### config.mk
export PLATFORM = sky130hd
export DESIGN_NAME = alu_seq_pipe
export DESIGN_NICKNAME = d
export VERILOG_FILES = /design/src/rtl/alu_seq_pipe.sv
export SDC_FILE = /design/constraint.sdc
export NUM_CORES = 1
export LEC_CHECK = 0
export BUFFER_PORTS_ARGS = -buffer_cell sky130_fd_sc_hd__buf_4
export CAP_MARGIN = 0
export CORE_MARGIN = 4
export CORE_UTILIZATION = 55
export CTS_BUF_LIST = sky130_fd_sc_hd__clkbuf_2
export DETAILED_ROUTE_END_ITERATION = 12
export HOLD_SLACK_MARGIN = 0.05
export PLACE_DENSITY = 0.79
export SYNTH_ARGS = -nofsm -noshare
export SYNTH_HDL_FRONTEND = slang
export SYNTH_SLANG_ARGS = --single-unit
### constraint.sdc
create_clock -name clk -period 5.45 [get_ports clk]
set_input_delay 1.09 -clock clk [delete_from_list [all_inputs] [get_ports clk]]
set_output_delay 1.09 -clock clk [all_outputs]
set_load 0.01 [all_outputs]
### src/rtl/alu_seq_pipe.sv
// Handshaked WIDTH-bit ALU: single-cycle ops register in one cycle; MUL/MAC use an iterative shift-add engine.
// Optional feature macro: ALU_SAT_EN (signed saturation on op 000 ADD).
module alu_seq_pipe #(
    parameter int WIDTH    = 24,
    parameter int SHAMT_W  = $clog2(WIDTH),
    parameter int MUL_STEP = 1
) (
    input  logic             clk,
    input  logic             rst_n,
    input  logic             in_valid,
    output logic             in_ready,
    input  logic [2:0]       op,
    input  logic [WIDTH-1:0] a,
    input  logic [WIDTH-1:0] b,
    input  logic [WIDTH-1:0] c,
    output logic             out_valid,
    input  logic             out_ready,
    output logic [WIDTH-1:0] y,
    output logic             z,
    output logic             lt,
    output logic             busy,
    output logic [1:0]       o_state
);

    // Handshake: a transfer happens on a rising edge where valid && ready are both high;
    // producers hold their payload stable while valid && !ready.

    localparam int N_STEPS = WIDTH / MUL_STEP;
    localparam int CNT_W   = $clog2(N_STEPS + 1);
    localparam logic [CNT_W-1:0] LAST_STEP = CNT_W'(N_STEPS - 1);

    localparam logic [1:0] S_IDLE = 2'd0;
    localparam logic [1:0] S_MUL  = 2'd1;
    localparam logic [1:0] S_HOLD = 2'd2;

    localparam logic [2:0] OP_ADD    = 3'b000;
    localparam logic [2:0] OP_MUL    = 3'b001;
    localparam logic [2:0] OP_PASS_B = 3'b010;
    localparam logic [2:0] OP_ADDR   = 3'b011;
    localparam logic [2:0] OP_OR     = 3'b100;
    localparam logic [2:0] OP_LUI    = 3'b101;
    localparam logic [2:0] OP_SRA    = 3'b110;
    localparam logic [2:0] OP_MAC    = 3'b111;

    logic [1:0]       r_state;
    logic [WIDTH-1:0] r_mcand;
    logic [WIDTH-1:0] r_mplier;
    logic [WIDTH-1:0] r_acc;
    logic [WIDTH-1:0] r_addend;
    logic [CNT_W-1:0] r_cnt;
    logic             r_out_valid;
    logic [WIDTH-1:0] r_y;
    logic             r_z;
    logic             r_lt;
    logic             r_busy;

    logic             w_accept;
    logic             w_is_mul;
    logic             w_lt_in;
    logic [WIDTH-1:0] w_sum;
    logic [WIDTH-1:0] w_add_y;
    logic [WIDTH-1:0] w_sra;
    logic [SHAMT_W-1:0] w_shamt;
    logic [WIDTH-1:0] w_single_y;
    logic [WIDTH-1:0] w_partial;
    logic [WIDTH-1:0] w_mul_y;

    assign in_ready  = rst_n && (r_state == S_IDLE) && (!r_out_valid || out_ready);
    assign w_accept  = in_valid && in_ready;
    assign w_is_mul  = (op == OP_MUL) || (op == OP_MAC);
    assign w_lt_in   = $signed(a) < $signed(b);
    assign w_sum     = a + b;
    assign w_shamt   = b[SHAMT_W-1:0];
    // Arithmetic shift of a signed value fills with sign bits even for amounts >= WIDTH.
    assign w_sra     = WIDTH'($signed(a) >>> w_shamt);

`ifdef ALU_SAT_EN
    localparam logic [WIDTH-1:0] MAX_POS = {1'b0, {(WIDTH-1){1'b1}}};
    localparam logic [WIDTH-1:0] MIN_NEG = {1'b1, {(WIDTH-1){1'b0}}};
    logic w_ovf;
    assign w_ovf   = (a[WIDTH-1] == b[WIDTH-1]) && (w_sum[WIDTH-1] != a[WIDTH-1]);
    assign w_add_y = w_ovf ? (a[WIDTH-1] ? MIN_NEG : MAX_POS) : w_sum;
`else
    assign w_add_y = w_sum;
`endif

    always_comb begin
        w_single_y = '0;
        case (op)
            OP_ADD:            w_single_y = w_add_y;
            OP_ADDR:           w_single_y = w_sum;
            OP_OR:             w_single_y = a | b;
            OP_PASS_B, OP_LUI: w_single_y = b;
            OP_SRA:            w_single_y = w_sra;
            default:           w_single_y = '0;
        endcase
    end

    // One engine step: add the multiplicand shifted by each of the MUL_STEP low multiplier bits.
    always_comb begin
        w_partial = '0;
        for (int k = 0; k < MUL_STEP; k++) begin
            if (r_mplier[k]) begin
                w_partial = w_partial + (r_mcand << k);
            end
        end
    end

    assign w_mul_y = r_acc + w_partial + r_addend;

    always_ff @(posedge clk) begin
        if (!rst_n) begin
            r_state     <= S_IDLE;
            r_mcand     <= '0;
            r_mplier    <= '0;
            r_acc       <= '0;
            r_addend    <= '0;
            r_cnt       <= '0;
            r_out_valid <= 1'b0;
            r_y         <= '0;
            r_z         <= 1'b0;
            r_lt        <= 1'b0;
            r_busy      <= 1'b0;
        end else begin
            case (r_state)
                S_IDLE: begin
                    if (r_out_valid && out_ready) begin
                        r_out_valid <= 1'b0;
                    end
                    if (w_accept) begin
                        r_lt <= w_lt_in;
                        if (w_is_mul) begin
                            r_state  <= S_MUL;
                            r_busy   <= 1'b1;
                            r_mcand  <= a;
                            r_mplier <= b;
                            r_acc    <= '0;
                            r_addend <= (op == OP_MAC) ? c : '0;
                            r_cnt    <= '0;
                        end else begin
                            r_y         <= w_single_y;
                            r_z         <= (w_single_y == '0);
                            r_out_valid <= 1'b1;
                        end
                    end
                end
                S_MUL: begin
                    r_acc    <= r_acc + w_partial;
                    r_mcand  <= r_mcand << MUL_STEP;
                    r_mplier <= r_mplier >> MUL_STEP;
                    r_cnt    <= r_cnt + CNT_W'(1);
                    if (r_cnt == LAST_STEP) begin
                        r_y         <= w_mul_y;
                        r_z         <= (w_mul_y == '0);
                        r_out_valid <= 1'b1;
                        r_busy      <= 1'b0;
                        r_state     <= S_HOLD;
                    end
                end
                S_HOLD: begin
                    if (out_ready) begin
                        r_out_valid <= 1'b0;
                        r_state     <= S_IDLE;
                    end
                end
                default: r_state <= S_IDLE;
            endcase
        end
    end

    assign out_valid = r_out_valid;
    assign y         = r_y;
    assign z         = r_z;
    assign lt        = r_lt;
    assign busy      = r_busy;
    assign o_state   = r_state;

endmodule

# After elaboration in Yosys (flattened, before gate mapping)
# Cells that the tools add are included.
# Widths: inputs -> output; s select.
[op_classes]
addsub = 4
n_lt_le_gt_ge = 1
n_eq_ne = 15
shifts = 1
mux = 38
bitwise = 1
n_reduce_logical = 22
[op_table]
columns = ["cell", "n"]
rows = [
  ["$mux 24", 11],
  ["$pmux 24 s2", 4],
  ["$pmux 24 s4", 1],
  ["$add 24x24->24", 3],
  ["$logic_not 24->1", 2],
  ["$lt 24x24->1", 1],
  ["$or 24x24->24", 1],
  ["$sshr 24x5->24", 1],
  ["$eq 3x3->1 const B", 4],
  ["$reduce_and 4->1", 3],
  ["$mux 1", 11],
  ["$mux 5", 2],
  ["$ne 2x2->1 const B", 5],
  ["$pmux 5 s2", 1],
  ["$reduce_and 3->1", 3],
  ["$mux 2", 4],
  ["$eq 3x2->1 const B", 2],
  ["$pmux 2 s3", 1],
  ["$add 5x1->5 const B", 1],
  ["$eq 5x5->1 const B", 1],
  ["$logic_and 1x1->1", 4],
  ["$pmux 1 s2", 2],
  ["$reduce_or 2->1", 2],
  ["$eq 3x1->1 const B", 1],
  ["other kinds (10)", 11],
]
[word_totals]
ff_bits = 131
in_bits = 79
output_inout_bits = 31
elab_cells = 93

# Longest topological paths before layout
# Gate-level depths: netlist of the first run.
[logic_depth]
word_depth = 7
depth_mapped = 25
mapped_depth_nobuf = 24

# Worst setup path before layout of the first run
# No wires, ideal clock.
[synth_path]
path_kind = "register to register"
startpoint = "register r_mplier[0]"
endpoint = "register r_z (netlist: z)"
setup_time_ps = 59
arrival_time_ps = 4692
required_time_ps = 5391
path_slack_ps = 699
path_stages_with_launch = 22
n_path_buf = 1
synth_period_minus_slack_ps = 4751
path_cell_list = "dfxtp_1 -> clkbuf_1 -> and2_1 -> ha_1 -> inv_1 -> fa_1 -> nor2b_1 -> o21ai_0 -> a211o_1 -> nand3_1 -> a21o_1 -> xor2_1 -> ha_1 -> a211o_1 -> a2111oi_2 -> nand4bb_1 -> a211oi_1 -> o21a_1 -> o31a_1 -> or3b_2 -> nor4_1 -> a31o_1"
[synth_between]
elab_chain_len = 6
[synth_rtl]
columns = ["element", "line", "rtl"]
rows = [
  ["from (decl)", "47", "logic [WIDTH-1:0] r_mplier;"],
  ["from (signal assigned)", "150", "r_mplier <= r_mplier >> MUL_STEP;"],
  ["$mux 24", "103", "if (r_mplier[k]) begin"],
  ["$add 24x24->24 (2 in series)", "109", "assign w_mul_y = r_acc + w_partial + r_addend;"],
  ["$logic_not 24->1", "154", "r_z <= (w_mul_y == '0);"],
  ["$mux 1", "152", "if (r_cnt == LAST_STEP) begin"],
  ["$pmux 1 s2", "125", "case (r_state)"],
  ["to (signal assigned)", "142", "r_z <= (w_single_y == '0);"],
  ["to (signal assigned)", "154", ""],
  ["to (decl)", "53", "logic r_z;"],
]
# No other way between the ends. The select of a mux whose other input is x is not followed.
# A chain may end at the register's enable or synchronous reset.

# Final worst setup path of the first run
[layout_path]
startpoint = "register r_mcand[0]"
endpoint = "register r_z (netlist: z)"
[layout_between]
elab_chain_len = 6
[layout_rtl]
columns = ["element", "line", "rtl"]
rows = [
  ["from (decl)", "46", "logic [WIDTH-1:0] r_mcand;"],
  ["from (signal assigned)", "149", "r_mcand <= r_mcand << MUL_STEP;"],
  ["$mux 24", "103", ""],
  ["$add 24x24->24 (2 in series)", "109", ""],
  ["$logic_not 24->1", "154", ""],
  ["$mux 1", "152", ""],
  ["$pmux 1 s2", "125", ""],
]
# No other way between the ends. The select of a mux whose other input is x is not followed.

==> flow_summary.rst, run 1 <==
.. list-table::
   :header-rows: 1

   * - Metric
     - Value
   * - Data arrival, critical path
     - 5.71 ns
   * - Horizontal die dimension
     - 156 microns
   * - Crit. End Element
     - register
   * - Crit-path max cell delay
     - 0.46 ns
   * - Sequential share of the synthesized area
     - 21.7%
   * - Number of buffers inserted to repair setup after CTS
     - 0
   * - Sink of the worst hold path
     - r_acc[22]
   * - Post-synthesis async set-or-reset flop share
     - 0%
   * - Post-synth EDFFs
     - 0
   * - Buffer depth of the longest clock path
     - 2
   * - Share of cells above drive strength 1
     - 12.7%
   * - Worst reg2reg path endpoint
     - z
   * - Netlist Area Pre-Place
     - 12100 sq um
   * - DRT Pass-1 Iters
     - 8
   * - H-Tree Depth
     - 4
   * - Remaining antenna violation count
     - 0
   * - Total number of vias
     - 12073
   * - Global-route total usage across every layer
     - 31.0%
   * - Clock tree from TritonCTS
     - built
   * - Clock sinks
     - 131
   * - Most frequent cells in the layout
     - 162 x sky130_fd_sc_hd__nand2_1, 132 x sky130_fd_sc_hd__a21oi_1, 131 x sky130_fd_sc_hd__dfxtp_1, 129 x sky130_fd_sc_hd__buf_4, 122 x sky130_fd_sc_hd__ha_1
   * - Boundary Pins
     - 110
   * - Footprint of the multi-input gates
     - 8760 sq um
   * - Avg WL per Cell
     - 20.8 microns
   * - Seq. cell area
     - 2620 sq um
   * - Clock-pin slew of the registers on the worst-case setup and hold paths
     - 0.24 ns
   * - Area leader, netlist
     - sky130_fd_sc_hd__dfxtp_1
   * - Weighted congestion reported at the end of routability-driven placement
     - 1.01
   * - Peak supply drop
     - 0.000121 V
   * - Type of the worst setup path
     - reg -> reg
   * - Antenna violations before repair
     - 1
   * - Filler Cell Count
     - 1958
   * - Register-to-register setup slack
     - 0.43 ns
   * - Detailed placement HPWL
     - 28800 microns
   * - Buffers added on ports
     - 109
   * - Synthesis-to-finish area growth
     - 10.1%
   * - Die area
     - 24400 sq um
   * - Die extent in y
     - 156 microns
   * - Fin. Hold Viols
     - 0
   * - WP data required
     - 6.14 ns
   * - Total number of placement rows
     - 53
   * - Transition time at the pin with the least slew margin
     - 1.18 ns
   * - Family with the most delay on the worst path
     - compound AO/OA/AOI/OAI gates
   * - Area contributors post-synth
     - sky130_fd_sc_hd__dfxtp_1 22%, sky130_fd_sc_hd__ha_1 13%, sky130_fd_sc_hd__a21oi_1 5.5%, sky130_fd_sc_hd__nand2_1 5.0%, sky130_fd_sc_hd__mux4_2 4.3%
   * - Layout Cell Area excl Fill
     - 13300 sq um
   * - Time the final worst path needs with I/O delays and setup
     - 5.02 ns
   * - Bufs and invs on worst path
     - 1
   * - Number of pins with negative max-slew slack in the final report
     - 0
   * - Final total negative setup slack
     - 0 ns
   * - Unrepaired setup endpoints after global routing
     - false
   * - Placed Instance Area
     - 13000 sq um
   * - F_max
     - 199 MHz
   * - Post-route clock period utilization
     - 92.0%
   * - Initial standard-cell utilization of the core
     - 56.6%
   * - GRT Residual Overflow
     - 0
   * - Number of storage elements in the synthesis netlist
     - 131
   * - Net count reported at finish
     - 1788
   * - Beginning of the worst register-to-register path
     - r_mcand[0]
   * - Hold-fix buffers, CTS
     - 0
   * - Cts repair resizes
     - 0
   * - Number of DRC markers in iteration 0
     - 1114
   * - Kind of start point of the critical path
     - register
   * - Largest fanout on the critical path
     - 6
   * - Worst slew margin relative to its limit
     - 21.6%
   * - Mapped Avg Cell Area
     - 7.87 sq um
   * - CP max-delay cell
     - sky130_fd_sc_hd__or3b_2
   * - Clk Latency, worst-skew pair
     - 0.78 ns
   * - Worst min-delay path category
     - reg -> reg
   * - Outcome
     - completed
   * - Num CTS Buffers
     - 17
   * - Global-route wire length before repair
     - 60500 microns
   * - Final setup violation count
     - 0
   * - Pin count of the biggest net entering global routing
     - 109
   * - Number of instances on the worst hold path
     - 2
   * - Number of remaining DRC errors
     - 0
   * - PD cells
     - 186 nW/um^2
   * - Vias in the first global route
     - 11160
   * - Cells on worst reg2reg path
     - 20
   * - Post-place setup slack
     - 0.536 ns
   * - Max-Cap Viols
     - 0
   * - Synthesized Nets
     - 1737
   * - Post-synth cell types
     - 74
   * - Number of vias per cell
     - 6.45
   * - CTS root buf
     - sky130_fd_sc_hd__clkbuf_2
   * - Worst hold start
     - r_acc[22]
   * - Predominant post-synthesis flop cell
     - sky130_fd_sc_hd__dfxtp_1
   * - Synth Instances
     - 1532
   * - Clock skew
     - 0.0653 ns
   * - Wire length reported by the detailed router
     - 39000 microns
   * - Leakage power
     - 6.03 nW
   * - Area share of the largest cell type after synthesis
     - 21.7%
   * - Most common cell after layout, fill and taps aside
     - sky130_fd_sc_hd__nand2_1
   * - Total core area
     - 21300 sq um
   * - Post-route worst setup slack
     - 0.433 ns
   * - Number of warnings printed during yosys synthesis
     - 0
   * - Worst hold slack
     - 0.480 ns
   * - Ordered list of cells on the worst path
     - and2_1, ha_1, inv_1, fa_1, nor2b_1, o21ai_0, a211o_1, nand3_1, a21o_1, xor2_1, ha_1, a211o_1, a2111oi_2, nand4bb_1, a211oi_1, o21a_1, o31a_1, or3b_2, nor4_1, a31o_1
## cell families after synthesis
kind of cell	share of synthesized area, %
compound gates	28.6
simple gates	19.6
buf+inv	5.83
flops	21.7
fa+ha+maj	13.3
mux	6.97
xor+xnor	3.92
## area by class of cell
| cell class | instances | share of cell area, % |
|---|---|---|
| sequential | 131 | 19.7 |
| multi-input combinational | 1224 | 66.0 |
| inverter | 80 | 2.26 |
| clock inverter | 14 | 1.43 |
| clock buffer | 18 | 0.678 |
| tap | 275 | 2.59 |
| antenna | 1 | 0.0188 |
| timing repair buffer | 129 | 7.29 |
## worst max path at each step
| stage | start | end | slack, ns | depth (start not counted) |
|---|---|---|---|---|
| detailed placement | r_mcand[0] | z | 0.54 | 20 |
| CTS | r_mcand[0] | z | 0.46 | 20 |
| global route | r_mcand[0] | y[21] | 0.06 | 21 |
| floorplan | r_mplier[0] | z | 0.70 | 21 |
| global placement | r_mcand[0] | z | 0.67 | 20 |
| finish | r_mcand[0] | z | 0.43 | 20 |
## worst min-delay path: stages (launching register included)
cell and delay, ns:
sky130_fd_sc_hd__dfxtp_1 0.37, sky130_fd_sc_hd__nand3_1 0.06, sky130_fd_sc_hd__nand2_1 0.04
## cells in the mapped netlist (all sizes together), types with 9 or more instances
library cell    n
nand2         162
a21oi         132
dfxtp         131
ha            123
nor2           89
inv            79
clkbuf         76
o21ai          69
nand3          54
nor2b          49
o211ai         44
and2           38
o211a          36
xnor2          33
a21boi         30
mux2i          30
a211oi         28
nor3           27
a22oi          24
mux4           23
buf            21
xor2           21
a21o           20
o221ai         18
o21bai         15
a31oi          14
nand2b         14
o21a           13
nor4           10
nand4           9
## sequential cells by signal (all words and copies together) (netlist names)
signal,flops
o_state,2
out_valid,1
lt,1
r_acc,24
r_addend,24
busy,1
y,24
z,1
r_mcand,24
r_mplier,24
r_cnt,5
## routing by layer
| metal | global-route usage (%) | wire length, microns | vias to the layer above |
|---|---|---|---|
| met5 | 0 | 0 | - |
| met1 | 42.2 | 16800 | 5735 |
| met4 | 12.5 | 1610 | 0 |
| met2 | 48.5 | 17400 | 531 |
| li1 | - | - | 5707 |
| met3 | 5.77 | 3160 | 100 |
## power breakdown
| group | switching (W) | leakage, nW | internal [W] |
|---|---|---|---|
| registers | 0.0000207 | 1.06 | 0.000993 |
| clock network | 0.000462 | 0.158 | 0.000275 |
| logic | 0.000440 | 4.81 | 0.000282 |
| total | 0.000923 | 6.03 | 0.00155 |
## per-stage QoR
step           std cells  utilization [%]  total power, W
3_3_place_gp        1839             61.1         0.00173
2_1_floorplan       1532                -         0.00148
6_report            1872             62.4         0.00247
5_1_grt             1872             62.4         0.00258
3_5_place_dp        1839             61.1         0.00174
4_1_cts             1871             62.4         0.00247
(Power assumes the default switching activity.)
==> run 2: changes to the inputs <==
==> constraint.sdc (replaced) <==
create_clock -name clk -period 4.7 [get_ports clk]
set_input_delay 0.94 -clock clk [delete_from_list [all_inputs] [get_ports clk]]
set_output_delay 0.94 -clock clk [all_outputs]
set_load 0.01 [all_outputs]
==> run 2 against run 1 <==
Critical path depth rose by 1. Non-clock buffer count increased by 51. Clock skew decreased by 0.028 ns. Clock power rose by 0.8%. Global-route usage barely moved. Hold slack lost 0.074 ns. Wire length rose by 0.70%. Die area did not move. First-iteration DRC count is 9.8% higher. Clock-buffer cell count down 1.
==> flow_summary.rst, run 2 (same netlist as run 1, synthesis figures left out) <==
.. list-table::
   :header-rows: 1

   * - Metric
     - Value
   * - Boundary Pins
     - 110 (unchanged)
   * - Time the final worst path needs with I/O delays and setup
     - 4.64 ns (-0.380 ns)
   * - Cells on worst reg2reg path
     - 21 (+5.0%)
   * - Clock skew
     - 0.0372 ns (-0.0281 ns)
   * - PD cells
     - 202 nW/um^2 (+8.6%)
   * - Peak supply drop
     - 0.000186 V (+53%)
   * - Vias in the first global route
     - 11389 (+2.1%)
   * - Seq. cell area
     - 2630 sq um (about the same)
   * - Initial standard-cell utilization of the core
     - 56.6% (unchanged)
   * - Synthesis-to-finish area growth
     - 14.5%
   * - Antenna violations before repair
     - 1 (unchanged)
   * - Leakage power
     - 6.30 nW (+4.5%)
   * - Max-Cap Viols
     - 0 (unchanged)
   * - Wire length reported by the detailed router
     - 39200 microns (+0.70%)
   * - Number of instances on the worst hold path
     - 3 (+1)
   * - Hold-fix buffers, CTS
     - 0 (unchanged)
   * - Weighted congestion reported at the end of routability-driven placement
     - 0.984 (-2.9%)
   * - Crit-path max cell delay
     - 0.40 ns (-0.06 ns)
   * - Worst min-delay path category
     - in -> reg
   * - Remaining antenna violation count
     - 0 (unchanged)
   * - Detailed placement HPWL
     - 29500 microns (+2.5%)
   * - Transition time at the pin with the least slew margin
     - 0.943 ns (-0.233 ns)
   * - Register-to-register setup slack
     - 0.06 ns (-0.37 ns)
   * - Global-route total usage across every layer
     - 31.0% (about the same)
   * - Worst hold slack
     - 0.406 ns (-0.0743 ns)
   * - Outcome
     - completed
   * - Number of vias per cell
     - 6.38 (-1.0%)
   * - Beginning of the worst register-to-register path
     - r_mplier[0]
   * - CP max-delay cell
     - sky130_fd_sc_hd__dfxtp_2
   * - Number of DRC markers in iteration 0
     - 1223 (+9.8%)
   * - Largest fanout on the critical path
     - 3 (-3)
   * - F_max
     - 216 MHz (+8.2%)
   * - Share of cells above drive strength 1
     - 17.2% (+4.6 points)
   * - Data arrival, critical path
     - 5.35 ns (-0.36 ns)
   * - Post-route clock period utilization
     - 98.6% (+6.6 points)
   * - Net count reported at finish
     - 1839 (+2.9%)
   * - Total core area
     - 21300 sq um (unchanged)
   * - Final setup violation count
     - 0 (unchanged)
   * - GRT Residual Overflow
     - 0 (unchanged)
   * - Sink of the worst hold path
     - r_addend[4]
   * - Most common cell after layout, fill and taps aside
     - sky130_fd_sc_hd__buf_4
   * - Filler Cell Count
     - 1883 (-3.8%)
   * - Die area
     - 24400 sq um (unchanged)
   * - Kind of start point of the critical path
     - register
   * - DRT Pass-1 Iters
     - 7 (-1)
   * - Number of pins with negative max-slew slack in the final report
     - 0 (unchanged)
   * - Fin. Hold Viols
     - 0 (unchanged)
   * - Ordered list of cells on the worst path
     - and2_4, ha_4, inv_2, fa_2, nor2b_2, o21ai_2, a211o_1, and3b_2, nor2_2, a21oi_2, xnor2_1, ha_1, a21o_1, a211o_1, o22ai_2, a211oi_4, o21a_1, o31a_1, or3b_4, nor4_4, a31o_1
   * - Crit. End Element
     - register
   * - Number of remaining DRC errors
     - 0 (unchanged)
   * - Unrepaired setup endpoints after global routing
     - true
   * - Die extent in y
     - 156 microns (unchanged)
   * - Worst slew margin relative to its limit
     - 37.1% (+16 points)
   * - Final Core Density
     - 64.9% (+2.5 points)
   * - Horizontal die dimension
     - 156 microns (unchanged)
   * - Buffer depth of the longest clock path
     - 2 (unchanged)
   * - Crit path top cell by count
     - sky130_fd_sc_hd__a211o_1
   * - Total number of vias
     - 12272 (+1.6%)
   * - Pin count of the biggest net entering global routing
     - 95 (-13%)
   * - Avg WL per Cell
     - 20.4 microns (-2.0%)
   * - Worst reg2reg path endpoint
     - z
   * - Total number of placement rows
     - 53 (unchanged)
   * - Clock sinks
     - 131 (unchanged)
   * - Worst hold start
     - c[4]
   * - Num CTS Buffers
     - 17 (unchanged)
   * - H-Tree Depth
     - 4 (unchanged)
   * - WP data required
     - 5.41 ns (-0.73 ns)
   * - CTS root buf
     - sky130_fd_sc_hd__clkbuf_2
   * - Type of the worst setup path
     - reg -> reg
   * - Clk Latency, worst-skew pair
     - 0.77 ns (about the same)
   * - Placed Instance Area
     - 13300 sq um (+2.7%)
   * - Layout Cell Area excl Fill
     - 13800 sq um (+4.0%)
   * - Clock-pin slew of the registers on the worst-case setup and hold paths
     - 0.26 ns (+0.02 ns)
   * - Most frequent cells in the layout
     - 178 x sky130_fd_sc_hd__buf_4, 162 x sky130_fd_sc_hd__nand2_1, 129 x sky130_fd_sc_hd__dfxtp_1, 127 x sky130_fd_sc_hd__a21oi_1, 118 x sky130_fd_sc_hd__ha_1
   * - Global-route wire length before repair
     - 60800 microns (+0.54%)
   * - Footprint of the multi-input gates
     - 8940 sq um (+2.1%)
   * - Clock tree from TritonCTS
     - built
   * - Buffers added on ports
     - 109 (unchanged)
-- run 2: cell count changes in the layout (fill, tap and decap cells not counted), moves of 3 or more --
cell                      delta
sky130_fd_sc_hd__a21oi_2     +5
sky130_fd_sc_hd__buf_4      +49
sky130_fd_sc_hd__a21oi_1     -5
sky130_fd_sc_hd__o21ai_1     +5
sky130_fd_sc_hd__ha_1        -4
sky130_fd_sc_hd__nor2_1      -3
sky130_fd_sc_hd__o21ai_0     -6
-- run 2: critical path, delay by kind of cell (launching register included) --
family / cells / cell delay [ns]
compound gates: 10 / 1.86
xor+xnor: 1 / 0.24
fa+ha+maj: 3 / 0.77
buf+inv: 1 / 0.03
flops: 1 / 0.40
simple gates: 6 / 1.29
-- run 2: what timing repair did --
action                     CTS  global route
gates resized for setup      4            45
pin swaps                    1            23
buffers inserted             0             5
setup endpoints to repair    2             8
gates cloned                 0             0
-- run 2: power by group --
| group | switching, W | internal, W |
|---|---|---|
| combinational | 0.000517 | 0.000356 |
| clock | 0.000536 | 0.000207 |
| sequential | 0.0000242 | 0.00115 |
-- run 2: layer usage --
metal,track usage (%),wire (microns),vias to the layer above
met2,49.5,18000,580
met5,0,0,-
met4,9.75,1280,0
met3,5.96,3400,103
met1,42.3,16600,5795
li1,-,-,5794
-- run 2: worst max-delay path by stage --
stage | startpoint | endpoint | cells after the start
after global placement | r_mcand[0] | z | 20
after floorplan | r_mplier[0] | z | 21
final | r_mplier[0] | z | 21
after global routing | r_mplier[0] | z | 21
after CTS | r_mcand[0] | z | 20
after detailed placement | r_mplier[0] | z | 20
-- run 2: area by class of cell --
type                    count  area share, %
clock inverters            15           1.06
diodes                      1         0.0181
well taps                 275           2.49
clock buffers              17          0.616
repair buffers            180           9.87
multi-input cells        1224           64.8
inverters                  80           2.17
flip-flops and latches    131           19.0
-- run 2: through the flow --
step	setup slack [ns]	cells	setup TNS [ns]	power, W
3_3_place_gp	0.0415	1885	0	0.00203
3_5_place_dp	-0.0157	1885	-0.0157	0.00204
2_1_floorplan	0.00925	1532	0	0.00171
4_1_cts	0.0306	1917	0	0.00278
5_1_grt	-0.105	1923	-0.105	0.00291
6_report	0.0637	1923	0	0.00279
